### src/rtl/vram_arb_pkg.sv
// Shared constants and types for the text-VRAM port-A arbiter and its clear engine.
package vram_arb_pkg;

    localparam int VRAM_NUM_WORDS = 600;
    localparam int VRAM_ADDR_W    = 12;
    localparam int VRAM_DATA_W    = 32;
    localparam int PALETTE_BIT    = 11;

    typedef enum logic [1:0] {
        CLR_IDLE,
        CLR_RUN,
        CLR_DONE
    } clr_state_t;

    typedef struct packed {
        logic [VRAM_ADDR_W-1:0] addr;
        logic [3:0]             byteena;
        logic [VRAM_DATA_W-1:0] data;
        logic                   wren;
        logic                   rden;
    } ram_req_t;

endpackage

### src/rtl/vram_clear_engine.sv
// Fills every VRAM word with a latched pattern, one word per cycle for NUM_WORDS cycles.
// Never stalls once started; clr_start outside CLR_IDLE is ignored; done pulses one cycle after the last write.
module vram_clear_engine
    import vram_arb_pkg::*;
#(
    parameter int NUM_WORDS = VRAM_NUM_WORDS
) (
    input  logic                   CLK,
    input  logic                   RESET,
    input  logic                   clr_start,
    input  logic [VRAM_DATA_W-1:0] clr_data,
    output ram_req_t               clr_req,
    output logic                   clr_busy,
    output logic                   clr_done
);

    localparam logic [VRAM_ADDR_W-1:0] LAST_WORD = VRAM_ADDR_W'(NUM_WORDS - 1);

    clr_state_t             state;
    logic [VRAM_ADDR_W-1:0] cnt;
    logic [VRAM_DATA_W-1:0] fill;

    always_ff @(posedge CLK or negedge RESET) begin
        if (!RESET) begin
            state    <= CLR_IDLE;
            cnt      <= '0;
            fill     <= '0;
            clr_busy <= 1'b0;
            clr_done <= 1'b0;
        end else begin
            clr_done <= 1'b0;
            case (state)
                CLR_IDLE: begin
                    if (clr_start) begin
                        fill     <= clr_data;
                        cnt      <= '0;
                        clr_busy <= 1'b1;
                        state    <= CLR_RUN;
                    end
                end
                CLR_RUN: begin
                    cnt <= cnt + 1'b1;
                    if (cnt == LAST_WORD) begin
                        clr_busy <= 1'b0;
                        clr_done <= 1'b1;
                        state    <= CLR_DONE;
                    end
                end
                CLR_DONE: state <= CLR_IDLE;
                default:  state <= CLR_IDLE;
            endcase
        end
    end

    assign clr_req = '{addr: cnt, byteena: 4'hF, data: fill, wren: (state == CLR_RUN), rden: 1'b0};

endmodule

### src/rtl/vram_port_arbiter.sv
// Shares VRAM port A between clear engine > {Avalon CPU, cell writer}; single-cycle combinational grant, reads return 1 cycle later.
// Losers stall via AVL_WAITREQUEST / withheld cw_ack; VRAM_ARB_RR_EN selects round-robin CPU/cell arbitration (default: CPU first).
module vram_port_arbiter
    import vram_arb_pkg::*;
#(
    parameter int NUM_WORDS = VRAM_NUM_WORDS,
    parameter int ADDR_W    = VRAM_ADDR_W,
    parameter int DATA_W    = VRAM_DATA_W
) (
    input  logic              CLK,
    input  logic              RESET,
    input  logic              AVL_CS,
    input  logic              AVL_READ,
    input  logic              AVL_WRITE,
    input  logic [3:0]        AVL_BYTE_EN,
    input  logic [ADDR_W-1:0] AVL_ADDR,
    input  logic [DATA_W-1:0] AVL_WRITEDATA,
    output logic [DATA_W-1:0] AVL_READDATA,
    output logic              AVL_WAITREQUEST,
    output logic              AVL_READDATAVALID,
    input  logic              cw_req,
    input  logic [ADDR_W-1:0] cw_addr,
    input  logic [3:0]        cw_byte_en,
    input  logic [DATA_W-1:0] cw_data,
    output logic              cw_ack,
    input  logic              clr_start,
    input  logic [DATA_W-1:0] clr_data,
    output logic              clr_busy,
    output logic              clr_done,
    output logic [ADDR_W-1:0] ram_addr_a,
    output logic [3:0]        ram_byteena_a,
    output logic [DATA_W-1:0] ram_data_a,
    output logic              ram_wren_a,
    output logic              ram_rden_a,
    input  logic [DATA_W-1:0] ram_q_a
);

    ram_req_t clr_req;
    ram_req_t sel;
    logic     avl_req, pal_hit, cpu_ram_req;
    logic     cpu_in_range, cw_in_range;
    logic     cpu_ram_grant, cpu_grant, cw_grant, cpu_rd;
    logic     rd_vld_q, rd_ram_q;

    vram_clear_engine #(.NUM_WORDS(NUM_WORDS)) u_clear (
        .CLK       (CLK),
        .RESET     (RESET),
        .clr_start (clr_start),
        .clr_data  (clr_data),
        .clr_req   (clr_req),
        .clr_busy  (clr_busy),
        .clr_done  (clr_done)
    );

    assign avl_req      = AVL_CS & (AVL_READ | AVL_WRITE);
    assign pal_hit      = AVL_ADDR[PALETTE_BIT];
    assign cpu_ram_req  = avl_req & ~pal_hit;
    // Palette addresses sit above NUM_WORDS, so they also read as out of range.
    assign cpu_in_range = (AVL_ADDR < ADDR_W'(NUM_WORDS));
    assign cw_in_range  = (cw_addr < ADDR_W'(NUM_WORDS));

`ifdef VRAM_ARB_RR_EN
    logic conflict;
    logic rr_cw_next;

    assign conflict = ~clr_busy & cpu_ram_req & cw_req;

    always_ff @(posedge CLK or negedge RESET) begin
        if (!RESET)
            rr_cw_next <= 1'b0;
        else if (conflict)
            rr_cw_next <= ~rr_cw_next;
    end

    always_comb begin
        cpu_ram_grant = 1'b0;
        cw_grant      = 1'b0;
        if (!clr_busy) begin
            if (conflict) begin
                cw_grant      = rr_cw_next;
                cpu_ram_grant = ~rr_cw_next;
            end else begin
                cpu_ram_grant = cpu_ram_req;
                cw_grant      = cw_req;
            end
        end
    end
`else
    always_comb begin
        cpu_ram_grant = 1'b0;
        cw_grant      = 1'b0;
        if (!clr_busy) begin
            cpu_ram_grant = cpu_ram_req;
            cw_grant      = cw_req & ~cpu_ram_req;
        end
    end
`endif

    assign cpu_grant       = (avl_req & pal_hit) | cpu_ram_grant;
    assign AVL_WAITREQUEST = avl_req & ~cpu_grant;
    assign cw_ack          = cw_grant;

    always_comb begin
        sel = '0;
        if (clr_busy) begin
            sel = clr_req;
        end else if (cpu_ram_grant) begin
            sel.addr    = AVL_ADDR;
            sel.byteena = AVL_BYTE_EN;
            sel.data    = AVL_WRITEDATA;
            sel.wren    = AVL_WRITE & cpu_in_range;
            sel.rden    = AVL_READ & ~AVL_WRITE & cpu_in_range;
        end else if (cw_grant) begin
            sel.addr    = cw_addr;
            sel.byteena = cw_byte_en;
            sel.data    = cw_data;
            sel.wren    = cw_in_range;
        end
    end

    assign ram_addr_a    = sel.addr;
    assign ram_byteena_a = sel.byteena;
    assign ram_data_a    = sel.data;
    assign ram_wren_a    = sel.wren;
    assign ram_rden_a    = sel.rden;

    // Palette and out-of-range reads still answer, but with zero instead of RAM data.
    assign cpu_rd = cpu_grant & AVL_READ & ~AVL_WRITE;

    always_ff @(posedge CLK or negedge RESET) begin
        if (!RESET) begin
            rd_vld_q <= 1'b0;
            rd_ram_q <= 1'b0;
        end else begin
            rd_vld_q <= cpu_rd;
            rd_ram_q <= cpu_rd & ~pal_hit & cpu_in_range;
        end
    end

    assign AVL_READDATAVALID = rd_vld_q;
    assign AVL_READDATA      = rd_ram_q ? ram_q_a : '0;

endmodule

### config.mk
export PLATFORM = sky130hd
export DESIGN_NAME = vram_port_arbiter
export DESIGN_NICKNAME = d
export VERILOG_FILES = /design/src/rtl/vram_arb_pkg.sv /design/src/rtl/vram_clear_engine.sv /design/src/rtl/vram_port_arbiter.sv
export SDC_FILE = /design/constraint.sdc
export NUM_CORES = 1
export LEC_CHECK = 0
export CORE_ASPECT_RATIO = 0.7
export CORE_MARGIN = 2
export CORE_UTILIZATION = 31
export DETAILED_ROUTE_END_ITERATION = 8
export PLACE_DENSITY = 0.89
export SETUP_SLACK_MARGIN = 0.05
export SYNTH_ARGS = -nofsm -noshare
export SYNTH_HDL_FRONTEND = slang
export SYNTH_SLANG_ARGS = --single-unit
### constraint.sdc
create_clock -name CLK -period 2.1 [get_ports CLK]
set_clock_uncertainty 0.15 [all_clocks]
set_input_delay 0.63 -clock CLK [delete_from_list [all_inputs] [get_ports CLK]]
set_output_delay 0.63 -clock CLK [all_outputs]
set_load 0.02 [all_outputs]
# Yosys cells after proc, flatten, opt, wreduce, memory -nomap -nowiden

Index checks and enable logic that the tools add are counted.

Register bits after elaboration: 50
Output and inout bits: 87

Add/subtract/negate cells: 1
Order comparisons: 2
Equality and inequality tests: 4
Muxes and demuxes: 17
Bitwise gates (word level): 18
Reduce and logical (&&, ||, !) cells: 6

Operator list:

| operator              | number |
|---|---|
| $mux 49               | 2 |
| $mux 50               | 1 |
| $mux 32               | 1 |
| $lt 12x10->1 const B  | 2 |
| $pmux 12 s2           | 1 |
| $add 12x1->12 const B | 1 |
| $and 1x1->1           | 12 |
| $eq 12x10->1 const B  | 1 |
| $mux 12               | 1 |
| $mux 1                | 7 |
| $reduce_and 2->1      | 3 |
| $mux 2                | 2 |
| $not 1->1             | 4 |
| $pmux 2 s2            | 1 |
| $reduce_and 3->1      | 1 |
| $eq 2x1->1 const B    | 1 |
| $logic_not 2->1       | 1 |
| $ne 2x1->1 const B    | 1 |
| $ne 2x2->1 const B    | 1 |
| $or 1x1->1            | 2 |
| $pmux 1 s2            | 1 |
| $reduce_bool 2->1     | 1 |

# Longest topological paths before layout

Depth in word-level cells: 9
Depth in mapped cells: 6

# By module

Synthesis repeated with hierarchy kept, for this count alone.

Cells, all modules: 436
Area, all modules: 3,903.7 um^2

By module, submodules not included:

| module            | times used | cells an instance | area each (um^2) | sequential area each (um^2) |
|---|---|---|---|---|
| vram_clear_engine | 1          | 153               | 2,220.9          | 1,201.2 |
| vram_port_arbiter | 1          | 283               | 1,682.9          | 50.0 |

# Worst setup path before layout

OpenSTA, ideal clock, no wires.

Path kind: in2out
Start: in AVL_ADDR[11]
End: out ram_rden_a
Arrival time: 1.848 ns
Data required time: 1.320 ns
Setup slack: -0.528 ns
Stages on the path: 4
Path buffers: 1
Cells stage by stage: inv_1 -> o211ai_1 -> clkbuf_1 -> nor4_1

Word-level cells in the longest chain between the ends: 5

Ends and longest elaborated chain:

| item                                                                 | line                     | source |
|---|---|---|
| from (decl)                                                          | vram_port_arbiter.sv:16  | `input logic [ADDR_W-1:0] AVL_ADDR,` |
| parallel branches: the longest is 3 deep, another holds $lt 12x10->1 | -                        |  |
| $mux 1 (*)                                                           | vram_port_arbiter.sv:107 | `end else if (cpu_ram_grant) begin` |
| $mux 50 (*)                                                          | vram_port_arbiter.sv:105 | `if (clr_busy) begin` |
| to (decl)                                                            | vram_port_arbiter.sv:34  | `output logic ram_rden_a,` |

Every way passes the cells marked *.

# Final worst setup path

Start: in cw_addr[3]
End: out ram_wren_a

Word-level cells in the longest chain between the ends: 4

Ends and longest elaborated chain:

| item         | line                     | source |
|---|---|---|
| from (decl)  | vram_port_arbiter.sv:22  | `input logic [ADDR_W-1:0] cw_addr,` |
| $lt 12x10->1 | vram_port_arbiter.sv:60  | `assign cw_in_range = (cw_addr < ADDR_W'(NUM_WORDS));` |
| $mux 49      | vram_port_arbiter.sv:113 | `end else if (cw_grant) begin` |
| $mux 49      | vram_port_arbiter.sv:107 |  |
| $mux 50      | vram_port_arbiter.sv:105 |  |
| to (decl)    | vram_port_arbiter.sv:33  | `output logic ram_wren_a,` |

Every way passes these cells.

==> impl_metrics.toml <==
[logic_synthesis]
ys_warn_count = 0
synthesis.nets = 651
seq_area_frac_synth = 0.372
synth_area_per_cell_um2 = 6.97
yosysUniqueCellTypes = 40
synth-seq-cells = 50
synth_cells = 483
syn_area_mm2 = 0.00337

[drt]
vias = 5307
dr.pass1.iters = 5
drc = 0
post_drt_wl_per_cell_um = 22.8
ant_nets = 0
finalWirelength_um = 21200
vias_per_cell = 5.71
dr.first_iter.drc_count = 467

[die]
initial_core_util = 0.322
core_area_mm2 = 0.0105
die_height_um = 91.2
dieArea_mm2 = 0.0117
rows = 31
die_w_um = 129
io_pins = 254

[grt]
antenna_found_initial = 5
grt_pass1_wl_um = 31100
grt_pass1_vias = 5649
grt_use_total = 0.345
overflow = 0
grt_max_degree = 51

[timing]
rsz0062_at_grt = "yes"
fin_hold_ws_ns = 0.152
fin_crit_sh = 1.28
finalSetupViolCount = 52
maxSlewHeadroom = 0.681
max_freq_ghz = 0.372
min_period_ns = 2.69
layout_setup_ws_ns = -0.589
drv_slew = 0
hold_violations = 0
worstMarginPinSlew_ns = 0.474

[critical_path]
cp_data_arrival_time_ns = 1.91
start_kind = "input pin"
cp_top_family = "compound AO/OA/AOI/OAI gates"
crit_cells = 6
critPathKind = "in2out"
worst_setup_path_end_kind = "primary output"
ff2ff_setup_slack_ns = 0.18
cp_max_fo = 2
cp_slowest_cell = "o31ai_2"
crit_chain = "dlygate4sd2_1, a21oi_2, nor2b_4, o31ai_2, a221o_1, buf_6"
cp_num_buf_inv = 2
reg2reg_depth = 4
timing.critical_path.slowest_cell_delay_ns = 0.32
critPathRequiredTime_ns = 1.32

[finish]
multi_input_area_mm2 = 0.00346
final_nets = 960
syn2layout_area_growth_pct = 159
final_common_cell = "clkdlybuf4s50_1"
register_area_mm2 = 0.00125
drive_gt1_frac = 0.455
mostFrequentLayoutCells = "clkdlybuf4s50_1, nand2_1, buf_6"
final_util = 0.833
fill_cells = 568

[clock_network]
insertion_delay_ns = 0.29
cts_sinks = 50
clkTransAtPathRegs_ns = 0.07
cts_tree = "built"
h-tree-depth = 2
cts_max_path_buffers = 2
cts_buffers = 5
cts_root_buffer = "clkbuf_16"

[place]
io_buffer_count = 253
place_hpwl_um = 13000
gp_congestion = 0.930

[power]
ir_worst_vdd_v = 0.000322
p_per_area_mw_per_mm2 = 504
p_leak_nw = 3.72

[run_status]
status = "complete, but fails checks"
failed_checks = "negative setup slack"

[flow_run]
drv_cap = 0

[worst_hold_path]
hp-class = "in2async"
-- registers in the layout, summed over array words and instances, names as in the netlist --
name	count
u_clear.cnt	12
u_clear.clr_done	1
u_clear.clr_busy	1
AVL_READDATAVALID	1
u_clear.state	2
rd_ram_q	1
u_clear.fill	32
-- cells in the mapped netlist (all sizes together) --
library cell / n / share of area
or2: 1 / 0.0019
a21o: 1 / 0.0022
o41ai: 2 / 0.0052
o21ai: 4 / 0.0059
and2: 33 / 0.061
and3: 1 / 0.0019
a21boi: 1 / 0.0022
dfrtp: 50 / 0.37
nor4: 5 / 0.0093
or4: 2 / 0.0056
o211a: 1 / 0.0030
a21oi: 3 / 0.0045
o311ai: 2 / 0.0052
buf: 8 / 0.011
a211oi: 1 / 0.0022
ha: 1 / 0.0037
nand2b: 2 / 0.0059
nand3: 61 / 0.092
nor2b: 2 / 0.0037
inv: 2 / 0.0022
or4b: 1 / 0.0030
a221o: 1 / 0.0030
o21bai: 1 / 0.0022
nand4: 3 / 0.0056
nor3: 3 / 0.0045
nand4b: 2 / 0.0052
clkbuf: 31 / 0.035
nand2: 152 / 0.17
a31oi: 43 / 0.080
a22o: 5 / 0.013
o211ai: 4 / 0.0089
mux2i: 1 / 0.0030
nor2: 47 / 0.052
o31ai: 3 / 0.0067
and4: 1 / 0.0033
nand3b: 2 / 0.0045
-- worst paths after layout --
path / from / to
hold / removal: RESET / u_clear.cnt[8]$_DFFE_PN0P_
setup reg to reg: u_clear.cnt[8]$_DFFE_PN0P_ / u_clear.clr_busy$_DFFE_PN0P_
setup / recovery: cw_addr[3] / ram_wren_a
hold reg to reg: u_clear.fill[11]$_DFFE_PN0P_ / u_clear.fill[11]$_DFFE_PN0P_
min in group CLK: u_clear.fill[11]$_DFFE_PN0P_ / u_clear.fill[11]$_DFFE_PN0P_
max in group asynchronous: RESET / u_clear.cnt[2]$_DFFE_PN0P_
-- worst register-to-register path, stage by stage (launching register included) --
cell and delay (ns):
dfrtp_1 0.40, buf_4 0.17, or4_4 0.54, nor4_1 0.38, o21ai_0 0.15
-- metrics by stage --
step                worst slack, ns  area [um2]  TNS (ns)  power [mW]  cells
detailed placement            -1.40        7180    -82.44        3.04    887
global placement              -1.30        7180    -79.68        2.98    887
floorplan                    -0.249        4140    -11.51        2.12    483
global route                 -0.583        8720    -25.53        4.54    930
finish                       -0.589        8720    -24.70        4.40    930
CTS                          -0.518        8680    -22.53        4.30    925
-- final cells by class --
| type | count | area share |
|---|---|---|
| clock inverter | 3 | 0.00516 |
| timing repair buffer | 341 | 0.418 |
| tap | 132 | 0.0189 |
| antenna | 5 | 0.00143 |
| sequential | 50 | 0.144 |
| clock buffer | 5 | 0.0143 |
| multi-input combinational | 392 | 0.397 |
| inverter | 2 | 0.00172 |
-- repair_timing --
action                     4_1_cts  5_1_grt
setup buffers                   20        5
setup endpoints to repair       85       54
hold buffers                     0        0
gates cloned                    10        0
gates resized for setup        772       29
pin swaps                       96       29
-- per-layer routing --
| layer | vias to the layer above | part of all wire | global-route usage | routed length (um) |
|---|---|---|---|---|
| li1 | 2301 | - | - | - |
| met1 | 2572 | 0.36 | 0.377 | 7590 |
| met2 | 343 | 0.52 | 0.633 | 10900 |
| met3 | 91 | 0.075 | 0.0772 | 1600 |
| met4 | 0 | 0.051 | 0.159 | 1080 |
| met5 | - | 0 | 0 | 0 |
-- report_power, final --
group | internal [mW] | total, mW | switching, mW | leakage [nW]
clock network | 0.564 | 0.978 | 0.414 | 0.0761
logic | 1.11 | 2.23 | 1.12 | 3.00
registers | 1.10 | 1.19 | 0.0909 | 0.636
-- cells by family after synthesis --
group,after synthesis,share of synthesized area
simple gates,318,0.430
mux,1,0.00297
compound gates,72,0.144
flops,50,0.372
buf+inv,41,0.0479
fa+ha+maj,1,0.00372
(Power assumes the default switching activity.)
